## src/rtl/rns_mm_pkg.sv

```systemverilog
// Shared constants and types for the residue-digit modular multiplier sharing logic.
package rns_mm_pkg;

    localparam int DATA_WIDTH = 18;
    localparam int MODULUS    = 177147;
    localparam int MM_LATENCY = 6;
    localparam int MAX_TAG_W  = 3;

    function automatic int clog2(input int value);
        int result;
        result = 0;
        for (int v = value - 1; v > 0; v = v >> 1) begin
            result++;
        end
        return result;
    endfunction

    typedef struct packed {
        logic [MAX_TAG_W-1:0]  tag;
        logic [DATA_WIDTH-1:0] data;
    } tagged_word_t;

endpackage

```

## src/rtl/mm_result_fifo.sv

```systemverilog
// Synchronous first-word-fall-through FIFO holding {tag, product} words with an occupancy count.
module mm_result_fifo
    import rns_mm_pkg::*;
#(
    parameter int  WIDTH = DATA_WIDTH + 2,
    parameter int  DEPTH = 8,
    localparam int PTR_W = (DEPTH > 1) ? clog2(DEPTH) : 1,
    localparam int CNT_W = clog2(DEPTH + 1)
) (
    input  logic             clk,
    input  logic             reset,
    input  logic             push,
    input  logic [WIDTH-1:0] push_data,
    input  logic             pop,
    output logic [WIDTH-1:0] head_data,
    output logic [CNT_W-1:0] count
);

    localparam logic [PTR_W-1:0] LAST_PTR = PTR_W'(DEPTH - 1);

    logic [WIDTH-1:0] mem [DEPTH];
    logic [PTR_W-1:0] wr_ptr;
    logic [PTR_W-1:0] rd_ptr;
    logic             do_pop;

    assign do_pop = pop && (count != '0);

    // NOTE: storage is deliberately not reset; the count decides what is visible.
    always_ff @(posedge clk) begin
        if (push) begin
            mem[wr_ptr] <= push_data;
        end
    end

    always_ff @(posedge clk) begin
        if (reset) begin
            wr_ptr <= '0;
            rd_ptr <= '0;
            count  <= '0;
        end else begin
            if (push) begin
                wr_ptr <= (wr_ptr == LAST_PTR) ? '0 : wr_ptr + 1'b1;
            end
            if (do_pop) begin
                rd_ptr <= (rd_ptr == LAST_PTR) ? '0 : rd_ptr + 1'b1;
            end
            case ({push, do_pop})
                2'b10:   count <= count + 1'b1;
                2'b01:   count <= count - 1'b1;
                default: count <= count;
            endcase
        end
    end

    assign head_data = (count != '0) ? mem[rd_ptr] : '0;

endmodule

```

## src/rtl/modmult_share_ctrl.sv

```systemverilog
// Round-robin time-sharing of one fixed-latency constant modular multiplier between N requester lanes.
module modmult_share_ctrl
    import rns_mm_pkg::*;
#(
    parameter int  N_REQ      = 4,
    parameter int  FIFO_DEPTH = 8,
    parameter int  TAG_W      = (N_REQ > 1) ? clog2(N_REQ) : 1,
    localparam int CNT_W      = clog2(FIFO_DEPTH + 1)
) (
    input  logic                        clk,
    input  logic                        reset,
    input  logic [N_REQ-1:0]            req_valid,
    input  logic [N_REQ*DATA_WIDTH-1:0] req_data,
    output logic [N_REQ-1:0]            req_ready,
    output logic [DATA_WIDTH-1:0]       mm_op,
    input  logic [DATA_WIDTH-1:0]       mm_result,
    output logic                        out_valid,
    output logic [DATA_WIDTH-1:0]       out_data,
    output logic [TAG_W-1:0]            out_tag,
    input  logic                        out_ready,
    output logic                        range_err,
    output logic [CNT_W-1:0]            inflight
);

    localparam logic [DATA_WIDTH-1:0] MOD_V   = DATA_WIDTH'(MODULUS);
    localparam logic [CNT_W-1:0]      DEPTH_V = CNT_W'(FIFO_DEPTH);
    localparam logic [TAG_W:0]        NREQ_V  = (TAG_W + 1)'(N_REQ);

    logic [DATA_WIDTH-1:0] lane_data [N_REQ];
    logic [TAG_W-1:0]      rr_last;
    logic [TAG_W-1:0]      gnt_idx;
    logic                  gnt_found;
    logic [TAG_W:0]        cand;
    logic                  can_issue;
    logic                  issue;

    logic [MM_LATENCY:0]              sh_valid;
    logic [MM_LATENCY:0][TAG_W-1:0]   sh_tag;

    logic                        fifo_push;
    logic                        fifo_pop;
    logic [DATA_WIDTH+TAG_W-1:0] fifo_head;
    logic [CNT_W-1:0]            fifo_count;

    for (genvar i = 0; i < N_REQ; i++) begin : g_lane
        assign lane_data[i] = req_data[i*DATA_WIDTH +: DATA_WIDTH];
    end

    assign can_issue = (inflight < DEPTH_V);

    // NOTE: every signal written here gets a default first so no latch is inferred.
    always_comb begin
        gnt_found = 1'b0;
        gnt_idx   = rr_last;
        cand      = '0;
        req_ready = '0;
        if (can_issue) begin
            for (int k = 1; k <= N_REQ; k++) begin
                cand = {1'b0, rr_last} + (TAG_W + 1)'(k);
                if (cand >= NREQ_V) begin
                    cand = cand - NREQ_V;
                end
                if (!gnt_found && req_valid[cand[TAG_W-1:0]]) begin
                    gnt_found = 1'b1;
                    gnt_idx   = cand[TAG_W-1:0];
                end
            end
        end
        if (gnt_found) begin
            req_ready[gnt_idx] = 1'b1;
        end
    end

    assign issue = gnt_found;

    // NOTE: state registers use non-blocking assignments so every stage samples pre-edge values.
    always_ff @(posedge clk) begin
        if (reset) begin
            mm_op     <= '0;
            rr_last   <= TAG_W'(N_REQ - 1);
            range_err <= 1'b0;
            inflight  <= '0;
            sh_valid  <= '0;
        end else begin
            if (issue) begin
                mm_op   <= lane_data[gnt_idx];
                rr_last <= gnt_idx;
                if (lane_data[gnt_idx] >= MOD_V) begin
                    range_err <= 1'b1;
                end
            end
            sh_valid <= {sh_valid[MM_LATENCY-1:0], issue};
            case ({issue, fifo_pop})
                2'b10:   inflight <= inflight + 1'b1;
                2'b01:   inflight <= inflight - 1'b1;
                default: inflight <= inflight;
            endcase
        end
    end

    // Tags only matter where the matching valid bit is set, so they need no reset.
    always_ff @(posedge clk) begin
        sh_tag <= {sh_tag[MM_LATENCY-1:0], gnt_idx};
    end

    assign fifo_push = sh_valid[MM_LATENCY];
    assign fifo_pop  = out_valid && out_ready;

    mm_result_fifo #(
        .WIDTH (DATA_WIDTH + TAG_W),
        .DEPTH (FIFO_DEPTH)
    ) u_fifo (
        .clk       (clk),
        .reset     (reset),
        .push      (fifo_push),
        .push_data ({sh_tag[MM_LATENCY], mm_result}),
        .pop       (fifo_pop),
        .head_data (fifo_head),
        .count     (fifo_count)
    );

    assign out_valid = (fifo_count != '0);
    assign out_data  = fifo_head[DATA_WIDTH-1:0];
    assign out_tag   = fifo_head[DATA_WIDTH +: TAG_W];

endmodule

```

## config.mk

```make
export PLATFORM = sky130hd
export DESIGN_NAME = modmult_share_ctrl
export DESIGN_NICKNAME = d
export VERILOG_FILES = /design/src/rtl/rns_mm_pkg.sv /design/src/rtl/mm_result_fifo.sv /design/src/rtl/modmult_share_ctrl.sv
export SDC_FILE = /design/constraint.sdc
export NUM_CORES = 1
export LEC_CHECK = 0
export ABC_AREA = 1
export BUFFER_PORTS_ARGS = -buffer_cell sky130_fd_sc_hd__buf_2
export CORE_ASPECT_RATIO = 1.25
export CORE_UTILIZATION = 53
export DETAILED_ROUTE_END_ITERATION = 8
export HOLD_SLACK_MARGIN = 0.15
export PLACE_DENSITY = 0.75
export SLEW_MARGIN = 40
export SYNTH_ARGS = -nofsm -noshare
export SYNTH_HDL_FRONTEND = slang
export SYNTH_SLANG_ARGS = --single-unit
export TNS_END_PERCENT = 100
```

## constraint.sdc

```tcl
create_clock -name clk -period 2.7 [get_ports clk]
set_input_delay 0.135 -clock clk [delete_from_list [all_inputs] [get_ports clk]]
set_output_delay 0.135 -clock clk [all_outputs]
set_load 0.02 [all_outputs]
```

Yosys cells after proc, flatten, opt, wreduce, memory -nomap -nowiden --
Memories as Yosys holds them, arrays and structs flattened. A register that Yosys moved wholly into a read port is not among the register bits. Cells that the tools add are included.
Storage, ports and cells: RAM bits 160, memories 1, output and inout bits 48, bits in registers 56
Cells by class: reductions and logical operators 13, order comparisons 13, bitwise logic cells 1, eq/ne operators 6, add/sub/neg operators 14, multiplexer cells 44
Memories:
- u_fifo.mem | words 8, width 20, rd ports 1, clocked after Yosys merged registers in 1, wr ports 1, RTL line mm_result_fifo.sv:21 | logic [WIDTH-1:0] mem [DEPTH];
Operator list (number):
- binary-select mux 18 bit (select 2 bit) | 1
- 2-to-1 mux 18 bit | 2
- 2-to-1 mux 2 bit | 13
- 2-to-1 mux 20 bit | 1
- greater-or-equal comparator 18 bit, second input constant | 1
- one-hot mux 4 bit (2 select lines) | 2
- greater-or-equal comparator 3 bit, second input constant | 5
- less-than comparator 2 x 3 -> 1 bit, second input constant | 5
- 2-to-1 mux 1 bit | 15
- 2-to-1 mux 3 bit | 4
- adder 4 x 1 -> 4 bit, second input constant | 2
- binary-select mux 1 bit (select 2 bit) | 4
- subtractor 2 x 1 -> 2 bit, second input constant | 4
- subtractor 4 x 1 -> 4 bit, second input constant | 2
- adder 2 x 2 -> 3 bit, second input constant | 2
- adder 3 x 1 -> 3 bit, second input constant | 2
- equality test 3 bit, second input constant | 2
- logical AND 1 bit | 6
- equality test 2 x 1 -> 1 bit, second input constant | 2
- equality test 2 bit, second input constant | 2
- less-than comparator 4 bit, second input constant | 1
- 2-to-1 mux 4 bit | 1
- nonzero test 2 bit | 2
- nonzero test 4 bit | 1
- other kinds (7) | 9

Logic depth before layout (Yosys ltp) --
word-level depth 26, depth in mapped cells 23, mapped depth without buffers 21

Modules after synthesis --
A second synthesis with hierarchy kept.
Second synthesis, totals: cells, all modules 992, area total of the unflattened synthesis 9799.4 sq um
By module, submodules not included:
- mm_result_fifo | area each 7079.3 sq um, times used 1, cells each 563
- modmult_share_ctrl | area each 2720.1 sq um, times used 1, cells each 429

Least setup slack after synthesis --
Ideal clock, no wire load.
path type register -> register, from register rr_last[0], to register inflight[3], arrival time 2297 ps, clock period less this slack 2422 ps, setup time 125 ps, cell stages (with the launch flop) 19, buffers on the path 2, setup slack 278 ps, cells stage by stage dfxtp_1 > buf_6 > inv_6 > nand2_2 > nand2_2 > nor2_2 > nand4_1 > nand2_1 > clkbuf_1 > ha_1 > ha_1 > nand2_1 > nor2_1 > a211oi_1 > nor2_1 > nor2_1 > nand2_1 > o21ai_0 > a21oi_1
Between the ends: longest elaborated chain between the ends 22, elaborated cells between the ends (all ways) 46
RTL lines:
- from (decl) | RTL line modmult_share_ctrl.sv:30 | logic [TAG_W-1:0] rr_last;
- from (signal assigned) | RTL line modmult_share_ctrl.sv:80 | rr_last <= TAG_W'(N_REQ - 1);
- from (signal assigned) | RTL line modmult_share_ctrl.sv:87 | rr_last <= gnt_idx;
- adder 2 x 1 -> 3 bit | RTL line modmult_share_ctrl.sv:59 | cand = {1'b0, rr_last} + (TAG_W + 1)'(k);
- greater-or-equal comparator 3 bit or subtractor 2 x 1 -> 2 bit (tied branches) | RTL line modmult_share_ctrl.sv:60, modmult_share_ctrl.sv:61
- 2-to-1 mux 2 bit | RTL line modmult_share_ctrl.sv:60 | if (cand >= NREQ_V) begin
- 2-to-1 mux 2 bit | RTL line modmult_share_ctrl.sv:57 | if (can_issue) begin
- binary-select mux 1 bit (select 2 bit) | RTL line modmult_share_ctrl.sv:63 | if (!gnt_found && req_valid[cand[TAG_W-1:0]]) begin
- 2-to-1 mux 1 bit (implied by the code) | RTL line modmult_share_ctrl.sv:63
- 2-to-1 mux 1 bit | RTL line modmult_share_ctrl.sv:63
- 2-to-1 mux 1 bit | RTL line modmult_share_ctrl.sv:57
- (+6 left out)
- 2-to-1 mux 1 bit | RTL line modmult_share_ctrl.sv:63
- 2-to-1 mux 1 bit | RTL line modmult_share_ctrl.sv:57
- logical NOT 1 bit | RTL line modmult_share_ctrl.sv:63
- logical AND 1 bit | RTL line modmult_share_ctrl.sv:63
- 2-to-1 mux 1 bit (*) | RTL line modmult_share_ctrl.sv:63
- 2-to-1 mux 1 bit (*) | RTL line modmult_share_ctrl.sv:57
- equality test 2 x 1 -> 1 bit or equality test 2 bit (tied branches) | RTL line modmult_share_ctrl.sv:93 | case ({issue, fifo_pop})
- one-hot mux 4 bit (2 select lines) or nonzero test 2 bit (tied branches)
- to (signal assigned) | RTL line modmult_share_ctrl.sv:94 | 2'b10: inflight <= inflight + 1'b1;
- to (signal assigned) | RTL line modmult_share_ctrl.sv:95 | 2'b01: inflight <= inflight - 1'b1;
- to (signal assigned) | RTL line modmult_share_ctrl.sv:96 | default: inflight <= inflight;
- to (decl) | RTL line modmult_share_ctrl.sv:22 | output logic [CNT_W-1:0] inflight
Every way passes the cells marked *; elsewhere a longest branch is shown, timed or not. The select of a mux whose other input is x is not followed. A chain may end at the register's enable or synchronous reset.

Worst setup path after layout --
from register rr_last[0], to register mm_op[4]
Between the ends: longest elaborated chain between the ends 24, elaborated cells between the ends (all ways) 51
RTL lines:
- adder 2 x 1 -> 3 bit | RTL line modmult_share_ctrl.sv:59
- greater-or-equal comparator 3 bit or subtractor 2 x 1 -> 2 bit (tied branches) | RTL line modmult_share_ctrl.sv:60, modmult_share_ctrl.sv:61
- 2-to-1 mux 2 bit | RTL line modmult_share_ctrl.sv:60
- 2-to-1 mux 2 bit | RTL line modmult_share_ctrl.sv:57
- binary-select mux 1 bit (select 2 bit) | RTL line modmult_share_ctrl.sv:63
- 2-to-1 mux 1 bit (implied by the code) | RTL line modmult_share_ctrl.sv:63
- 2-to-1 mux 1 bit | RTL line modmult_share_ctrl.sv:63
- 2-to-1 mux 1 bit | RTL line modmult_share_ctrl.sv:57
- (+7 left out)
- 2-to-1 mux 1 bit | RTL line modmult_share_ctrl.sv:57
- logical NOT 1 bit | RTL line modmult_share_ctrl.sv:63
- logical AND 1 bit | RTL line modmult_share_ctrl.sv:63
- 2-to-1 mux 2 bit | RTL line modmult_share_ctrl.sv:63
- 2-to-1 mux 2 bit | RTL line modmult_share_ctrl.sv:57
- inverter 2 -> 3 bit (implied by the code) | RTL line modmult_share_ctrl.sv:86 | mm_op <= lane_data[gnt_idx];
- binary-select mux 18 bit (select 2 bit) | RTL line modmult_share_ctrl.sv:86
- 2-to-1 mux 18 bit (implied by the code) (2 in a row) | RTL line modmult_share_ctrl.sv:86
- to (signal assigned) | RTL line modmult_share_ctrl.sv:86
- to (decl) | RTL line modmult_share_ctrl.sv:15 | output logic [DATA_WIDTH-1:0] mm_op,
Several ways; a longest one is shown, not always the timed one. The select of a mux whose other input is x is not followed.

==> reports/metrics.yaml <==
routed_wl_microns: 22600
seq_area_frac_synth_pct: 63.6
synthTopCellsByArea: "edfxtp_1 51%, dfxtp_1 13%, nor2_1 6.9%, o21ai_0 6.3%, nand2_1 5.3%"
syn-num-nets: 1049
cts_max_path_buffers: 3
vias: 7471
path_max_fanout: 14
max_slew_margin_pct: 49.3
wl_met1_microns: 8340
core-area_sq_um: 17400
min_path_type: "in2reg"
finalSetupTns_ps: 0
path_clk_slew_ps: 60
io_pins: 145
cts.sinks: 219
cts_made_buffers: 21
rows: 54
wl_per_cell_microns: 16.5
highest_layer: "met4"
p_leak_nw: 4.85
drt_pre_antenna_iters: 5
root_buffer: "clkbuf_16"
fmax_mhz: 393
crit_required_ps: 3080
place.gp.congestion: 0.932
cap_violations: 0
grt_pass1_vias: 7345
final_nets: 1243
wl_met2_microns: 11800
total_power_mw: 14.0
vias_per_cell: 5.45
status: "finished clean"
syn_inst: 940
grt_usage_pct: 25.2
die_h_microns: 151
antenna_cells: 0
gr-total-overflow: 0
port_buffers: 144
yosys.area.top_type: "edfxtp_1"
crit_arrival_ps: 2930
post-synth-top-area-fraction_pct: 51.1
grt_max_degree: 81
drt_iter0_drc: 628
avgSynthCellArea_sq_um: 10.0
initial_core_util_pct: 54.0
area_delta_synth_final_pct: 23.9
critPathLaunchType: "register"
fin_area_sq_um: 11700
place_area_sq_um: 10400
rsz0062_at_grt: "yes"
post-route-period-util_pct: 94.3
fin_crit_ps: 2550
setup_viol: 0
netlist-cell-type-count: 35
chipWidth_microns: 121
final_core_util_pct: 66.9
powerDensity_nw_per_um2: 1200
wl_met3_microns: 1330
drv_slew: 0
syn-cell-area_sq_um: 9410
antenna_found_initial: 0
insertion_delay_ps: 490
ir_worst_vdd_mv: 1.20
synth_seq_cells: 219
htree_num_levels: 1
yosys_warnings: 0
tightest_slew_ps: 760
dpl.hpwl_microns: 14100
crit_type: "reg2reg"
final_hold_viol_count: 0
die-area_sq_um: 18300
cts_tree: "yes"
skew_ps: 9.01
drive_above_1_share_pct: 20.6
detail-route-antenna-nets: 0
drcViolationCount: 0
grt_pass1_wl_microns: 35400
whs_ps: 185
endpoint_kind: "register"
-- placed cells by master, fill, tap and decap left out, types with 7 or more instances in the layout --
cell type      count
o21ai_0          118
buf_4             26
clkbuf_16         22
a21oi_1           13
dlygate4sd3_1     46
nand3_1           59
o22ai_1           20
o211ai_1          13
edfxtp_1         160
nor2_2            10
nor2_1           164
nand3b_1           7
a31oi_1           20
nand2_2            7
dfxtp_1           56
buf_2            145
ha_1              10
nand2_1          132
inv_1             66
-- flip-flops by register name, summed over array words and instances (netlist names), named ones only --
name / count
inflight: 4
mm_op: 18
range_err: 1
rr_last: 2
sh_tag: 14
sh_valid: 7
u_fifo.count: 4
u_fifo.mem: 160
u_fifo.rd_ptr: 3
u_fifo.wr_ptr: 3
-- where the power goes --
part	total [mW]	internal (mW)	switching (mW)
Combinational	6.92	2.52	4.39
Clock	2.83	1.67	1.16
Sequential	4.22	3.99	0.225
-- logic make-up (layout without fill, tap and decap cells) --
kind of cell / count (synthesis) / count (layout) / synth area share [%]
compound gates: 192 / 192 / 11.3
buf+inv: 124 / 332 / 5.77
flops: 219 / 219 / 63.6
xor+xnor: 4 / 4 / 0.372
simple gates: 389 / 389 / 17.2
fa+ha+maj: 12 / 12 / 1.76
-- synth_stat cells, drive strengths merged --
cell type / number
inv: 69
xnor2: 3
a211oi: 2
a31oi: 20
xor2: 1
ha: 10
edfxtp: 160
nand2: 141
a21boi: 1
and2: 1
fa: 2
a21oi: 13
buf: 15
nor2: 174
nor3: 2
nand3b: 7
o211ai: 13
nand4: 2
o22ai: 20
dfxtp: 59
nand3: 61
clkinv: 1
clkbuf: 39
o211a: 1
o21ai: 122
nor4: 1
-- per-stage QoR --
stage                     setup slack [ps]  instances
after floorplan                        278        940
after global placement                 264       1282
after detailed placement               156       1282
after CTS                             54.4       1366
after global routing                 -25.4       1372
final                                  153       1372
-- path summary, 6_finish.rpt --
path | to | slack, ps | cells after the start | startpoint
max | mm_op[4] | 150 | 16 | rr_last[0]
min | mm_op[2] | 180 | 7 | req_data[56]
max reg2reg | mm_op[4] | 150 | 16 | rr_last[0]
min reg2reg | sh_tag[6] | 330 | 0 | sh_tag[4]
-- worst max-delay path, cell delays in order (launching register included) --
cell and delay [ps]:
dfxtp_4 410, inv_6 60, nand2_1 80, nand3_1 80, nand2_2 120, nand3_2 150
nand3_2 130, nand2_4 80, nand2_8 110, buf_12 140, buf_4 140, nand2_1 50
nand3_1 60, nand2_1 80, dlygate4sd3_1 560, o21ai_0 140, inv_1 50
-- repair_timing --
action | CTS | global route
hold buffers | 47 | 0
endpoints found under the setup margin | 2 | 13
gates resized for setup | 1 | 17
cloned | 0 | 2
hold endpoints to repair | 171 | 0
pin swaps | 0 | 2
setup buffers | 0 | 4
-- layout make-up --
| cell class | instances | area, sq um |
|---|---|---|
| Inverter | 70 | 268 |
| Fill cell | 1286 | 5780 |
| Multi-Input combinational cell | 597 | 2930 |
| Clock inverter | 10 | 95.1 |
| Tap cell | 224 | 280 |
| Timing Repair Buffer | 225 | 1520 |
| Clock buffer | 27 | 568 |
| Sequential cell | 219 | 5990 |
-- layer usage --
metal	track usage [%]	vias up
met3	4.37	74
met5	0	-
met1	27.0	3487
li1	-	3612
met2	46.4	298
met4	14.5	0
Power figures use the tool's default switching activity.
